[config.mk]
export PLATFORM = sky130hd
export DESIGN_NAME = hdmi_stream_aligner
export DESIGN_NICKNAME = d
export VERILOG_FILES = /design/src/rtl/hdmi_align_pkg.sv /design/src/rtl/hdmi_delay_line.sv /design/src/rtl/hdmi_stream_aligner.sv
export SDC_FILE = /design/constraint.sdc
export NUM_CORES = 1
export LEC_CHECK = 0
export BUFFER_PORTS_ARGS = -buffer_cell sky130_fd_sc_hd__buf_2
export CAP_MARGIN = 20
export CORE_MARGIN = 4
export CORE_UTILIZATION = 43
export DETAILED_ROUTE_END_ITERATION = 10
export GPL_TIMING_DRIVEN = 0
export SLEW_MARGIN = 15
export SYNTH_ARGS = -nofsm -noshare
export SYNTH_HDL_FRONTEND = slang
export SYNTH_SLANG_ARGS = --single-unit
export TNS_END_PERCENT = 5
[constraint.sdc]
create_clock -name pclk -period 1.97 [get_ports pclk]
set_input_delay 0.2955 -clock pclk [delete_from_list [all_inputs] [get_ports pclk]]
set_output_delay 0.2955 -clock pclk [all_outputs]
set_load 0.005 [all_outputs]
[src/rtl/hdmi_align_pkg.sv]
// rtl/hdmi_align_pkg.sv - shared mode codes, FSM states and colour-bar table for the HDMI aligner
package hdmi_align_pkg;

    localparam logic [1:0] MODE_BYPASS = 2'b00;
    localparam logic [1:0] MODE_PROC   = 2'b01;
    localparam logic [1:0] MODE_SPLIT  = 2'b10;
    localparam logic [1:0] MODE_TEST   = 2'b11;

    typedef enum logic [1:0] {
        ST_FILL = 2'd0,
        ST_RUN  = 2'd1,
        ST_PEND = 2'd2
    } align_state_e;

    // {R,G,B} on/off per bar, left to right
    function automatic logic [2:0] bar_rgb(input logic [2:0] idx);
        case (idx)
            3'd0:    return 3'b111;
            3'd1:    return 3'b110;
            3'd2:    return 3'b011;
            3'd3:    return 3'b010;
            3'd4:    return 3'b101;
            3'd5:    return 3'b100;
            3'd6:    return 3'b001;
            default: return 3'b000;
        endcase
    endfunction

endpackage

[src/rtl/hdmi_delay_line.sv]
// rtl/hdmi_delay_line.sv - fixed-depth shift register with synchronous clear
module hdmi_delay_line #(
    parameter int W     = 8,
    parameter int DEPTH = 16
) (
    input  logic         clk,
    input  logic         clear,
    input  logic [W-1:0] data,
    output logic [W-1:0] delayed
);

    logic [W-1:0] stage [DEPTH];

    always_ff @(posedge clk) begin
        if (clear) begin
            for (int i = 0; i < DEPTH; i++) stage[i] <= '0;
        end else begin
            stage[0] <= data;
            for (int i = 1; i < DEPTH; i++) stage[i] <= stage[i-1];
        end
    end

    assign delayed = stage[DEPTH-1];

endmodule

[src/rtl/hdmi_stream_aligner.sv]
// rtl/hdmi_stream_aligner.sv - latency-matched pixel aligner with mode switching and geometry; option ALIGN_TEST_PATTERN_EN
module hdmi_stream_aligner
    import hdmi_align_pkg::*;
#(
    parameter int PIX_W   = 24,
    parameter int LATENCY = 16,
    parameter int CNT_W   = 12,
    parameter int VS_POL  = 1
) (
    input  logic             pclk,
    input  logic             rstin,
    input  logic             in_de,
    input  logic             in_hsync,
    input  logic             in_vsync,
    input  logic [PIX_W-1:0] in_pixel,
    output logic [PIX_W-1:0] to_proc_pixel,
    output logic             to_proc_valid,
    input  logic [PIX_W-1:0] from_proc_pixel,
    input  logic [1:0]       mode_req,
    output logic             out_de,
    output logic             out_hsync,
    output logic             out_vsync,
    output logic [PIX_W-1:0] out_pixel,
    output logic [1:0]       mode_active,
    output logic [CNT_W-1:0] h_active,
    output logic [CNT_W-1:0] v_active,
    output logic             geom_valid,
    output logic             fill_done
);

    localparam int   FILL_W  = $clog2(LATENCY + 1);
    localparam logic VS_IDLE = (VS_POL == 0);

    function automatic logic [CNT_W-1:0] inc_sat(input logic [CNT_W-1:0] v);
        return (v == '1) ? v : v + 1'b1;
    endfunction

    align_state_e      state;
    logic [FILL_W-1:0] fill_cnt;
    logic              dly_de, dly_hs, dly_vs;
    logic [PIX_W-1:0]  dly_pixel;
    logic              dly_vs_act, dly_vs_q, out_vs_rise;
    logic [CNT_W-1:0]  col;
    logic [PIX_W-1:0]  sel_pixel;

    logic              vs_act, in_vs_q, vs_rise, de_fall;
    logic [CNT_W-1:0]  hcnt, vcnt, line_w, cur_line, cur_v;
    logic              geom_primed;

    hdmi_delay_line #(.W(3), .DEPTH(LATENCY)) u_timing_dly (
        .clk     (pclk),
        .clear   (rstin),
        .data    ({in_de, in_hsync, in_vsync}),
        .delayed ({dly_de, dly_hs, dly_vs})
    );

    hdmi_delay_line #(.W(PIX_W), .DEPTH(LATENCY)) u_pixel_dly (
        .clk     (pclk),
        .clear   (rstin),
        .data    (in_pixel),
        .delayed (dly_pixel)
    );

    always_ff @(posedge pclk) begin
        if (rstin) begin
            to_proc_pixel <= '0;
            to_proc_valid <= 1'b0;
        end else begin
            to_proc_pixel <= in_pixel;
            to_proc_valid <= in_de;
        end
    end

    assign dly_vs_act  = (VS_POL != 0) ? dly_vs : ~dly_vs;
    assign out_vs_rise = dly_vs_act & ~dly_vs_q;
    assign fill_done   = (state != ST_FILL);

    // Mode changes only land on an output-side frame boundary
    always_ff @(posedge pclk) begin
        if (rstin) begin
            state       <= ST_FILL;
            fill_cnt    <= '0;
            mode_active <= MODE_BYPASS;
            dly_vs_q    <= 1'b0;
        end else begin
            dly_vs_q <= dly_vs_act;
            case (state)
                ST_FILL: begin
                    if (fill_cnt == FILL_W'(LATENCY - 1)) begin
                        fill_cnt <= FILL_W'(LATENCY);
                        state    <= ST_RUN;
                    end else begin
                        fill_cnt <= fill_cnt + 1'b1;
                    end
                end
                ST_RUN: begin
                    if (mode_req != mode_active) state <= ST_PEND;
                end
                ST_PEND: begin
                    if (out_vs_rise) begin
                        mode_active <= mode_req;
                        state       <= ST_RUN;
                    end else if (mode_req == mode_active) begin
                        state <= ST_RUN;
                    end
                end
                default: state <= ST_FILL;
            endcase
        end
    end

    // col is the column of the pixel currently leaving the delay line
    always_ff @(posedge pclk) begin
        if (rstin)       col <= '0;
        else if (dly_de) col <= inc_sat(col);
        else             col <= '0;
    end

`ifdef ALIGN_TEST_PATTERN_EN
    logic [CNT_W+2:0] bar_edge;
    logic [2:0]       bar_idx;
    logic [2:0]       bar_on;
    logic [PIX_W-1:0] bar_pixel;

    // Bar index = how many multiples of h_active/8 the column has passed, capped at 7
    always_comb begin
        bar_idx  = 3'd0;
        bar_edge = '0;
        for (int i = 1; i < 8; i++) begin
            bar_edge = bar_edge + {3'b000, h_active >> 3};
            if ({3'b000, col} >= bar_edge) bar_idx = 3'(i);
        end
    end

    assign bar_on    = bar_rgb(bar_idx);
    assign bar_pixel = {{(PIX_W/3){bar_on[2]}}, {(PIX_W/3){bar_on[1]}}, {(PIX_W/3){bar_on[0]}}};
`endif

    always_comb begin
        sel_pixel = dly_pixel;
        case (mode_active)
            MODE_PROC:  sel_pixel = from_proc_pixel;
            MODE_SPLIT: if (geom_valid && col >= (h_active >> 1)) sel_pixel = from_proc_pixel;
`ifdef ALIGN_TEST_PATTERN_EN
            MODE_TEST:  sel_pixel = bar_pixel;
`else
            MODE_TEST:  sel_pixel = dly_pixel;
`endif
            default:    sel_pixel = dly_pixel;
        endcase
    end

    always_ff @(posedge pclk) begin
        if (rstin || state == ST_FILL) begin
            out_de    <= 1'b0;
            out_hsync <= 1'b0;
            out_vsync <= VS_IDLE;
            out_pixel <= '0;
        end else begin
            out_de    <= dly_de;
            out_hsync <= dly_hs;
            out_vsync <= dly_vs;
            out_pixel <= dly_de ? sel_pixel : '0;
        end
    end

    assign vs_act   = (VS_POL != 0) ? in_vsync : ~in_vsync;
    assign vs_rise  = vs_act & ~in_vs_q;
    assign de_fall  = to_proc_valid & ~in_de;
    assign cur_line = de_fall ? hcnt : line_w;
    assign cur_v    = de_fall ? inc_sat(vcnt) : vcnt;

    // The first latch after reset only primes the comparison
    always_ff @(posedge pclk) begin
        if (rstin) begin
            in_vs_q     <= 1'b0;
            hcnt        <= '0;
            vcnt        <= '0;
            line_w      <= '0;
            h_active    <= '0;
            v_active    <= '0;
            geom_valid  <= 1'b0;
            geom_primed <= 1'b0;
        end else begin
            in_vs_q <= vs_act;
            hcnt    <= in_de ? inc_sat(hcnt) : '0;
            if (de_fall) line_w <= hcnt;
            if (vs_rise) begin
                h_active    <= cur_line;
                v_active    <= cur_v;
                geom_valid  <= geom_primed && (cur_line == h_active) && (cur_v == v_active);
                geom_primed <= 1'b1;
                vcnt        <= '0;
            end else begin
                vcnt <= cur_v;
            end
        end
    end

endmodule
### Word-level counts from Yosys, hierarchy flattened

Memories as Yosys holds them, arrays and structs flattened.
Index checks and enable logic that the tools add are counted.

* $add $sub $neg: 4
* $lt $le $gt $ge: 1
* equality and inequality tests: 15
* muxes and demuxes: 46
* bitwise logic cells: 39
* reduce and logical (&&, ||, !) cells: 12

Operator list (count)
* $mux 24: 17
* $mux 3: 16
* $pmux 24 s2: 1
* $add 12x1->12 const B: 3
* $eq 12x12->1 const B: 3
* $mux 12: 3
* $or 1x1->1: 32
* $eq 12x12->1: 2
* $ge 12x11->1: 1
* $mux 2: 4
* $reduce_or 2->1: 4
* $pmux 2 s3: 1
* $add 5x1->5 const B: 1
* $eq 5x4->1 const B: 1
* $mux 5: 1
* $eq 2x1->1 const B: 2
* $eq 2x2->1 const B: 2
* $ne 2x2->1 const B: 2
* $not 1->1: 4
* $and 1x1->1: 3
* $logic_and 1x1->1: 3
* $mux 1: 3
* $ne 3x3->1 const B: 1
* $reduce_and 3->1: 1
* other kinds (6): 6

* bits in registers: 137
* RAM bits: 432
* input bits: 55
* output and inout port bits: 80
* word-level logic and storage cells: 138
* memories kept: 2

Memories
* u_pixel_dly.stage: words 16, bits a word 24, read ports 16, clocked after Yosys merged registers in 0, wr ports 16, RTL line hdmi_delay_line.sv:12 `logic [W-1:0] stage [DEPTH];`
* u_timing_dly.stage: words 16, bits a word 3, read ports 16, clocked after Yosys merged registers in 0, wr ports 16, RTL line hdmi_delay_line.sv:12

### Logic depth before layout (Yosys ltp)

Gate-level depths: netlist (run 1).

* depth after elaboration: 6
* mapped depth: 10
* mapped depth without buffers: 9

### Hierarchy

From an unflattened synthesis (run 1), not the netlist that was laid out.

* cells, all modules: 1681
* area, all modules: 19155.9 um2

By module, submodules not included
* hdmi_delay_line (u_pixel_dly): instances 1, cells an instance 835, area an instance 11449.7 um2, seq. area each 7687.4 um2
* hdmi_stream_aligner: instances 1, cells an instance 742, area an instance 6378.6 um2, seq. area each 2742.6 um2
* hdmi_delay_line (u_timing_dly): instances 1, cells an instance 104, area an instance 1327.5 um2, seq. area each 960.9 um2

### Worst setup path after synthesis (run 1)

Ideal clock, no wire load.

* path kind: register to register
* from: register col[0]
* to: register out_pixel[10]
* setup time: 0.130 ns
* arrival: 2.025 ns
* data required time: 1.840 ns
* path slack: -0.185 ns
* cell stages (with the launch flop): 11
* path buffers: 1
* clock period less this slack: 2.155 ns
* path through: dfxtp_1 -> inv_1 -> ha_1 -> nand2b_1 -> a21o_1 -> a211oi_1 -> o31ai_1 -> a31o_2 -> clkbuf_1 -> o221ai_1 -> o31ai_1

* cells in the longest elaborated chain, start to end: 4

RTL lines
* from (decl): RTL line hdmi_stream_aligner.sv:43 `logic [CNT_W-1:0] col;`
* from (signal assigned): RTL line hdmi_stream_aligner.sv:115 `else if (dly_de) col <= inc_sat(col);`
* $ge 12x11->1: RTL line hdmi_stream_aligner.sv:143 `MODE_SPLIT: if (geom_valid && col >= (h_active >> 1)) sel_pixel = from_proc_pixel;`
* $logic_and 1x1->1: RTL line hdmi_stream_aligner.sv:143
* $mux 24: RTL line hdmi_stream_aligner.sv:143
* $pmux 24 s2: RTL line hdmi_stream_aligner.sv:141 `case (mode_active)`
* to (signal assigned): RTL line hdmi_stream_aligner.sv:163 `out_pixel <= dly_de ? sel_pixel : '0;`
* to (decl): RTL line hdmi_stream_aligner.sv:23 `output logic [PIX_W-1:0] out_pixel,`

No other way between the ends.
A chain may end at the register's enable or synchronous reset.

### Final worst setup path (run 1)

* from: register vcnt[0]
* to: register geom_valid

* cells in the longest elaborated chain, start to end: 5
* elaborated cells on any way between the ends: 6
* classes of those cells: 1 x add/sub; 2 x eq/ne; 2 x mux; 1 x reduce/logical

RTL lines
* from (decl): RTL line hdmi_stream_aligner.sv:47 `logic [CNT_W-1:0] hcnt, vcnt, line_w, cur_line, cur_v;`
* from (signal assigned): RTL line hdmi_stream_aligner.sv:195 `vcnt <= cur_v;`
* $add 12x1->12 or $eq 12x12->1 (tied branches): RTL line hdmi_stream_aligner.sv:35 `return (v == '1) ? v : v + 1'b1;`
* $mux 12: RTL line hdmi_stream_aligner.sv:35
* $mux 12 *: RTL line hdmi_stream_aligner.sv:171 `assign cur_v = de_fall ? inc_sat(vcnt) : vcnt;`
* $eq 12x12->1 *: RTL line hdmi_stream_aligner.sv:191 `geom_valid <= geom_primed && (cur_line == h_active) && (cur_v == v_active);`
* $logic_and 1x1->1 *: RTL line hdmi_stream_aligner.sv:191
* to (signal assigned): RTL line hdmi_stream_aligner.sv:191
* to (decl): RTL line hdmi_stream_aligner.sv:27 `output logic geom_valid,`

Mark *: on every way between the ends. The rest lies on a longest branch, timed or not.

==> metrics.md, run 1 <==
| Metric | Value |
|---|---|
| Post-route ant nets | `0` |
| Setup Skew | `approximately 0.013 ns` |
| Finished Cell Area | `roughly 0.022 mm²` |
| Synth Area in Adders | `0.0130` |
| Layout cells sized above 1 | `0.180` |
| First-pass GRT wire length | `52400 µm` |
| Post-Syn Area | `approximately 0.017 mm²` |
| Syn_nets | `between 1500 and 2000` |
| Worst hold path class | `input pin to flop` |
| DIE AREA | `around 0.044 mm²` |
| Crit Path Class | `flop to flop` |
| Worst-path clk slew | `around 0.060 ns` |
| Cell Count, Final, Fillers Out | `about 2400` |
| P_int | `approximately 18 mW` |
| Fmax | `between 400 and 500 MHz` |
| Top FF cell, synth | `dfxtp_1` |
| Syn. warnings | `0` |
| Leak | `roughly 8.5 nW` |
| Maxcap violations | `0` |
| Reg area | `between 0.01 and 0.015 mm²` |
| Synth Area in XOR/XNOR | `0.0182` |
| Fin. Hold Viols | `0` |
| Psw | `4.50 mW` |
| Flops & latches, synth | `roughly 540` |
| Async set-reset flop share out of synthesis | `0` |
| Slew margin rel. | `0.499` |
| # IOs | `135` |
| Clock network power share | `0.464` |
| Reg-to-Reg Start | `vcnt[0]` |
| Gate count of the mapped netlist | `around 1600` |
| DIE HEIGHT | `209 µm` |
| CTS Buf Count | `54` |
| Clock Sinks | `around 540` |
| Commonest non-fill, non-tap cell in the layout | `dfxtp_1` |
| RSZ-0062 raised after global routing | `yes` |
| Placed cells | `around 2200` |
| Fin crit period | `approximately 2.2 ns` |
| CTS tree | `yes` |
| Iteration-0 DRC Markers | `412` |
| DRC violations left | `0` |
| EDFF count, synth | `0` |
| Commonest non-fill, non-tap cells in the layout | `dfxtp_1 (524), nor2b_1 (440), buf_2 (136), nor2_1 (93), clkbuf_1 (73)` |
| Simple-gate share of the synthesized area | `0.228` |
| Setup WS post-layout | `-0.189 ns` |
| Vias/cell | `4.57` |
| VDD IR max | `between 0.6 and 0.7 mV` |
| Max Root-Sink Buffers | `3` |
| Drt pass-1 iters | `5` |
| Final Cycle Share | `1.10` |
| Placer Congestion | `roughly 0.86` |
| Setup-failing EPs final | `25` |
| Synth-to-layout area growth | `24.9%` |
| Total wire length | `about 32000 µm` |
| CTS H-tree depth | `2` |
| Sw Ratio | `0.203` |
| Logic pwr share | `0.033` |
| Status | `complete, but fails checks` |
| Total track usage | `0.143` |
| Critical Path RT | `between 2 and 2.5 ns` |
| Multiplexer share of the synthesized area | `0.00987` |
| Seq pwr share | `0.503` |
| Initial Utilization | `0.436` |
| Worst setup path start | `vcnt[0]` |
| Average size of a mapped cell | `between 10 and 15 µm²` |
| Compound-gate portion of the synthesized area | `0.0772` |
| Die W | `209 µm` |
| # port buffers | `roughly 130` |
| Violated checks | `setup timing` |
| Post-Place Cell Area | `0.0188 mm²` |
| CTS root buffer | `clkbuf_16` |
| Power Dens Cells | `about 1000 mW/mm²` |
| CP Max Fanout | `6` |
| Fillers | `approximately 3500` |
| Via Count | `~11000` |
| Multi-input logic area | `between 0.006 and 0.007 mm²` |
| CORE AREA | `around 0.04 mm²` |
| Remaining Overflow, GRT | `0` |
| Clock Latency Late Sink | `slightly below 0.6 ns` |
| Main combinational cell family by area after synthesis | `simple AND/OR/NAND/NOR gates` |
| Min-delay src | `from_proc_pixel[0]` |
| FP Rows | `73` |
| Vias in the first global route | `10600` |
| Routed len/inst | `13.1 µm` |
| Register area share after synthesis | `0.626` |
| Distinct cells, synth | `65` |
| Critical path launch point type | `flop` |
| DP Worst Slack | `-0.857 ns` |
| DP Wirelength | `approximately 21000 µm` |
| Initial antenna violation count | `0` |
| Largest net degree at the start of global routing | `15` |
| Crit path capture type | `flop` |
| # nets final | `around 1900` |
| Pins Over Slew Limit | `0` |
| Worst Path Arrival | `approximately 2.7 ns` |
| Measured slew at the worst slew-check pin | `~0.75 ns` |
## cells in the mapped netlist, types with 5 or more instances
library cell / instances / share of area
inv_1: 24 / 0.0052
xnor2_1: 11 / 0.0055
o31ai_1: 24 / 0.010
dfxtp_1: 543 / 0.63
clkbuf_1: 69 / 0.015
and2_1: 9 / 0.0032
o21ai_0: 9 / 0.0026
and4_1: 6 / 0.0030
nand3b_1: 7 / 0.0030
ha_1: 18 / 0.013
nor2_1: 94 / 0.020
nand2b_1: 16 / 0.0058
nand4_1: 16 / 0.0058
a22oi_1: 24 / 0.010
a21oi_1: 29 / 0.0084
buf_4: 6 / 0.0026
nor3_1: 15 / 0.0043
buf_1: 9 / 0.0019
and3_1: 11 / 0.0040
nor2b_1: 441 / 0.16
a21o_1: 5 / 0.0022
nand2_1: 27 / 0.0058
nand3_1: 20 / 0.0058
mux2i_1: 16 / 0.0092
a211oi_1: 24 / 0.010
buf_2: 9 / 0.0026
a31oi_1: 5 / 0.0018
xor2_1: 20 / 0.010
o221ai_1: 26 / 0.013
## what timing repair did
action | in CTS | in global routing
gates cloned | 4 | 0
pin swaps | 21 | 14
hold buffers | 49 | 0
resized for setup | 62 | 46
buffers inserted | 8 | 1
endpoints found under the setup margin | 45 | 47
hold endpoints to repair | 49 | 0
## power groups by stage
stage               clock network, mW  registers [mW]  logic (mW)
finish                           10.3            11.2       0.729
CTS                              10.6            11.2       0.726
global route                     11.1            11.2       0.815
floorplan                           0            11.4       0.362
global placement                    0            11.4       0.604
detailed placement                  0            11.4       0.615
## worst max-delay path: stages (launching register included)
cell and delay (ns):
dfxtp_4 0.37, ha_4 0.18, and3b_2 0.25, a41oi_4 0.26, or3_1 0.15, nand4_1 0.17
a2111oi_4 0.43, nand4_1 0.17, o21ai_1 0.10
## layout make-up
class | count | share of cell area
flip-flops and latches | 543 | 0.503
multi-input cells | 929 | 0.297
clock buffers | 78 | 0.0720
repair buffers | 195 | 0.0593
well taps | 525 | 0.0303
plain buffers | 93 | 0.0216
clock inverters | 20 | 0.0123
inverters | 25 | 0.00444
diodes | 1 | 0.000115
## per-stage QoR
stage | util | power (mW) | hold slack [ns] | setup TNS, ns
2_1_floorplan | - | 11.8 | 0.414 | -0.697
3_3_place_gp | 0.472 | 12.0 | 0.415 | -98.02
3_5_place_dp | 0.472 | 12.0 | 0.420 | -100.30
4_1_cts | 0.540 | 22.5 | 0.00917 | -4.24
5_1_grt | 0.545 | 23.1 | 0.0621 | -6.64
6_report | 0.545 | 22.2 | 0.0639 | -3.72
## state kept, by name, summed over array words and instances (netlist names), 12 cells and up
name,flops
v_active,12
hcnt,12
col,12
vcnt,12
out_pixel,24
line_w,12
h_active,12
u_timing_dly.stage,48
u_pixel_dly.stage,384
## final timing paths
| path | to | cells past startpoint | slack, ns |
|---|---|---|---|
| worst max-delay path | geom_valid | 8 | -0.19 |
| worst min-delay path | out_pixel[0] | 3 | 0.06 |
| worst min register to register | u_pixel_dly.stage[3][23] | 1 | 0.43 |
| worst max register to register | geom_valid | 8 | -0.19 |
## layer usage
layer	wire length [µm]	GRT usage
met4	907	0.0601
met3	1670	0.0293
met2	14800	0.240
met5	0	0
met1	14200	0.181
## kinds of logic after synthesis
logic type,after synthesis
multiplexers,17
AND/OR/NAND/NOR,680
XOR/XNOR,33
adder cells (fa/ha/maj),18
buffers and inverters,119
AO/OA/AOI/OAI,181
flip-flops,543
(Power assumes the default switching activity.)
==> run 2: changes to the inputs <==
--- a/config.mk
+++ b/config.mk
@@ -5,12 +5,14 @@
 export SDC_FILE = /design/constraint.sdc
 export NUM_CORES = 1
 export LEC_CHECK = 0
+export ABC_CLOCK_PERIOD_IN_PS = 1970
 export BUFFER_PORTS_ARGS = -buffer_cell sky130_fd_sc_hd__buf_2
 export CAP_MARGIN = 20
 export CORE_MARGIN = 4
 export CORE_UTILIZATION = 43
 export DETAILED_ROUTE_END_ITERATION = 10
 export GPL_TIMING_DRIVEN = 0
+export HOLD_SLACK_MARGIN = 0.1
 export SLEW_MARGIN = 15
 export SYNTH_ARGS = -nofsm -noshare
 export SYNTH_HDL_FRONTEND = slang
==> metrics.md, run 2 (synthesized netlist as in run 1, its figures left out) <==
| Metric | Value |
|---|---|
| Status | `complete, but fails checks` |
| Violated checks | `setup timing` |
| Routed len/inst | `13.1 µm (+0.13%)` |
| Clock Sinks | `543 (unchanged)` |
| CTS root buffer | `clkbuf_16` |
| Crit Path Class | `flop to flop` |
| Placer Congestion | `0.856 (unchanged)` |
| Critical path launch point type | `flop` |
| DIE AREA | `0.0437 mm² (unchanged)` |
| Power Dens Cells | `1020 mW/mm² (-0.12%)` |
| CTS Buf Count | `54 (unchanged)` |
| DIE HEIGHT | `209 µm (unchanged)` |
| Setup Skew | `0.0129 ns (+0.000293 ns)` |
| Synth-to-layout area growth | `25.2%` |
| Worst Path Arrival | `2.67 ns (about the same)` |
| CTS H-tree depth | `2 (unchanged)` |
| Final Cycle Share | `1.10 (about the same)` |
| Layout cells sized above 1 | `0.179 (-0.000380)` |
| Vias/cell | `4.57 (+0.21%)` |
| # nets final | `1918 (+0.21%)` |
| Commonest non-fill, non-tap cell in the layout | `dfxtp_1` |
| Pins Over Slew Limit | `0 (unchanged)` |
| CP Max Fanout | `6 (unchanged)` |
| Drt pass-1 iters | `5 (unchanged)` |
| Via Count | `11000 (+0.37%)` |
| Initial Utilization | `0.436 (unchanged)` |
| Biggest register | `u_pixel_dly.stage` |
| Max Root-Sink Buffers | `3 (unchanged)` |
| Largest net degree at the start of global routing | `15 (unchanged)` |
| R2r worst-path depth | `8 (unchanged)` |
| Slew margin rel. | `0.494 (-0.00464)` |
| Sw Ratio | `0.203 (+0.000269)` |
| Reg-to-reg setup timing slack | `-0.19 ns (about the same)` |
| CORE AREA | `0.0398 mm² (unchanged)` |
| Setup WS post-layout | `-0.188 ns (+0.000811 ns)` |
| DRC violations left | `0 (unchanged)` |
| Fin crit period | `2.16 ns (-0.000811 ns)` |
| Critical Path RT | `2.48 ns (about the same)` |
| Psw | `4.51 mW (+0.20%)` |
| Total track usage | `0.143 (+0.000159)` |
| Finished Cell Area | `0.0217 mm² (+0.18%)` |
| Cell Count, Final, Fillers Out | `2413 (+0.17%)` |
| Crit path capture type | `flop` |
| Logic pwr share | `0.033 (about the same)` |
| Placed cells | `2249 (unchanged)` |
| # IOs | `135 (unchanged)` |
| Post-Place Cell Area | `0.0188 mm² (unchanged)` |
| VDD IR max | `0.654 mV (+0.41%)` |
| Initial antenna violation count | `0 (unchanged)` |
| Total wire length | `31600 µm (+0.29%)` |
| Fillers | `3515 (-0.11%)` |
| Remaining Overflow, GRT | `0 (unchanged)` |
| DP Wirelength | `21400 µm (unchanged)` |
| # port buffers | `133 (unchanged)` |
| Seq pwr share | `0.503 (about the same)` |
| WHS Path Cells | `5 (+2)` |
| Min-delay src | `in_vsync` |
| DP Worst Slack | `-0.857 ns (unchanged)` |
| CTS tree | `yes` |
| Power Total | `22.2 mW (about the same)` |
| Setup-failing EPs final | `25 (unchanged)` |
| Commonest non-fill, non-tap cells in the layout | `dfxtp_1 (524), nor2b_1 (440), buf_2 (136), nor2_1 (93), clkbuf_1 (73)` |
| FP Rows | `73 (unchanged)` |
| Leak | `8.54 nW (+0.20%)` |
| Iteration-0 DRC Markers | `392 (-4.9%)` |
| Worst hold path class | `input pin to flop` |
| Top Registers | `u_pixel_dly.stage x384, u_timing_dly.stage x48, out_pixel x24` |
| Fin. Hold Viols | `0 (unchanged)` |
| Capturing point of the worst reg2reg path | `geom_valid` |
| Hold EP | `v_active[11]` |
| Clock network power share | `0.464 (about the same)` |
| P_int | `17.7 mW (about the same)` |
| Max reg flops | `384 (unchanged)` |
| Worst-path clk slew | `0.06 ns (about the same)` |
| Fmax | `463 MHz (about the same)` |
| Clock Latency Late Sink | `0.58 ns (about the same)` |
| Die W | `209 µm (unchanged)` |
| Post-route ant nets | `0 (unchanged)` |
| Vias in the first global route | `10600 (+0.019%)` |
| First-pass GRT wire length | `52500 µm (+0.14%)` |
| RSZ-0062 raised after global routing | `yes` |
| Reg-to-Reg Start | `vcnt[0]` |
| Measured slew at the worst slew-check pin | `0.759 ns (+0.00696 ns)` |
| Maxcap violations | `0 (unchanged)` |
run 2: changes by cell type in the layout (fill, tap and decap cells not counted):
cell           previous run  this run
dlygate4sd3_1            49        53
run 2: through the flow:
step / hold slack (ns) / utilization / setup TNS [ns]
2_1_floorplan: 0.414 / - / -0.697
3_3_place_gp: 0.415 / 0.472 / -98.02
3_5_place_dp: 0.420 / 0.472 / -100.30
4_1_cts: 0.291 / 0.541 / -4.24
5_1_grt: 0.342 / 0.546 / -6.64
6_report: 0.332 / 0.546 / -3.72
run 2: layer usage:
metal | vias to the layer above | share of wire | global-route usage
li1 | 5782 | - | -
met5 | - | 0 | 0
met3 | 69 | 0.052 | 0.0290
met4 | 0 | 0.029 | 0.0596
met1 | 4943 | 0.45 | 0.181
met2 | 245 | 0.47 | 0.240
run 2: repair_timing:
item,in CTS,in global routing
setup buffers,8,1
pin swaps,21,14
endpoints found under the setup margin,45,47
endpoints found under the hold margin,54,0
gates resized for setup,62,46
hold buffers,53,0
cloned,4,0
run 2: worst max-delay path by stage:
| stage | from | to | slack (ns) | depth (start not counted) |
|---|---|---|---|---|
| finish | vcnt[0] | geom_valid | -0.19 | 8 |
| global route | u_timing_dly.stage[0][2] | geom_valid | -0.30 | 9 |
| CTS | h_active[1] | out_pixel[7] | -0.20 | 9 |
| detailed placement | rstin | v_active[11] | -0.86 | 5 |
| global placement | rstin | v_active[11] | -0.84 | 5 |
| floorplan | col[0] | out_pixel[10] | -0.04 | 10 |
run 2: critical path: stages, from the launching register on:
cell,delay [ns]
dfxtp_4,0.37
ha_4,0.18
and3b_2,0.25
a41oi_4,0.26
or3_1,0.15
nand4_1,0.17
a2111oi_4,0.43
nand4_1,0.18
o21ai_1,0.10
run 2: cell type report:
| type | count | area, µm² | share of cell area |
|---|---|---|---|
| Multi-Input combinational cell | 929 | 6440 | 0.296 |
| Inverter | 25 | 96.3 | 0.00443 |
| Clock inverter | 20 | 267 | 0.0123 |
| Antenna cell | 1 | 2.50 | 0.000115 |
| Clock buffer | 78 | 1560 | 0.0719 |
| Buffer | 93 | 469 | 0.0216 |
| Timing Repair Buffer | 199 | 1330 | 0.0610 |
| Sequential cell | 543 | 10900 | 0.502 |
| Tap cell | 525 | 657 | 0.0302 |
run 2: power groups by stage:
stage / sequential (mW) / combinational [mW] / clock [mW]
2_1_floorplan: 11.4 / 0.362 / 0
3_3_place_gp: 11.4 / 0.604 / 0
3_5_place_dp: 11.4 / 0.615 / 0
4_1_cts: 11.2 / 0.732 / 10.6
5_1_grt: 11.2 / 0.822 / 11.1
6_report: 11.2 / 0.735 / 10.3
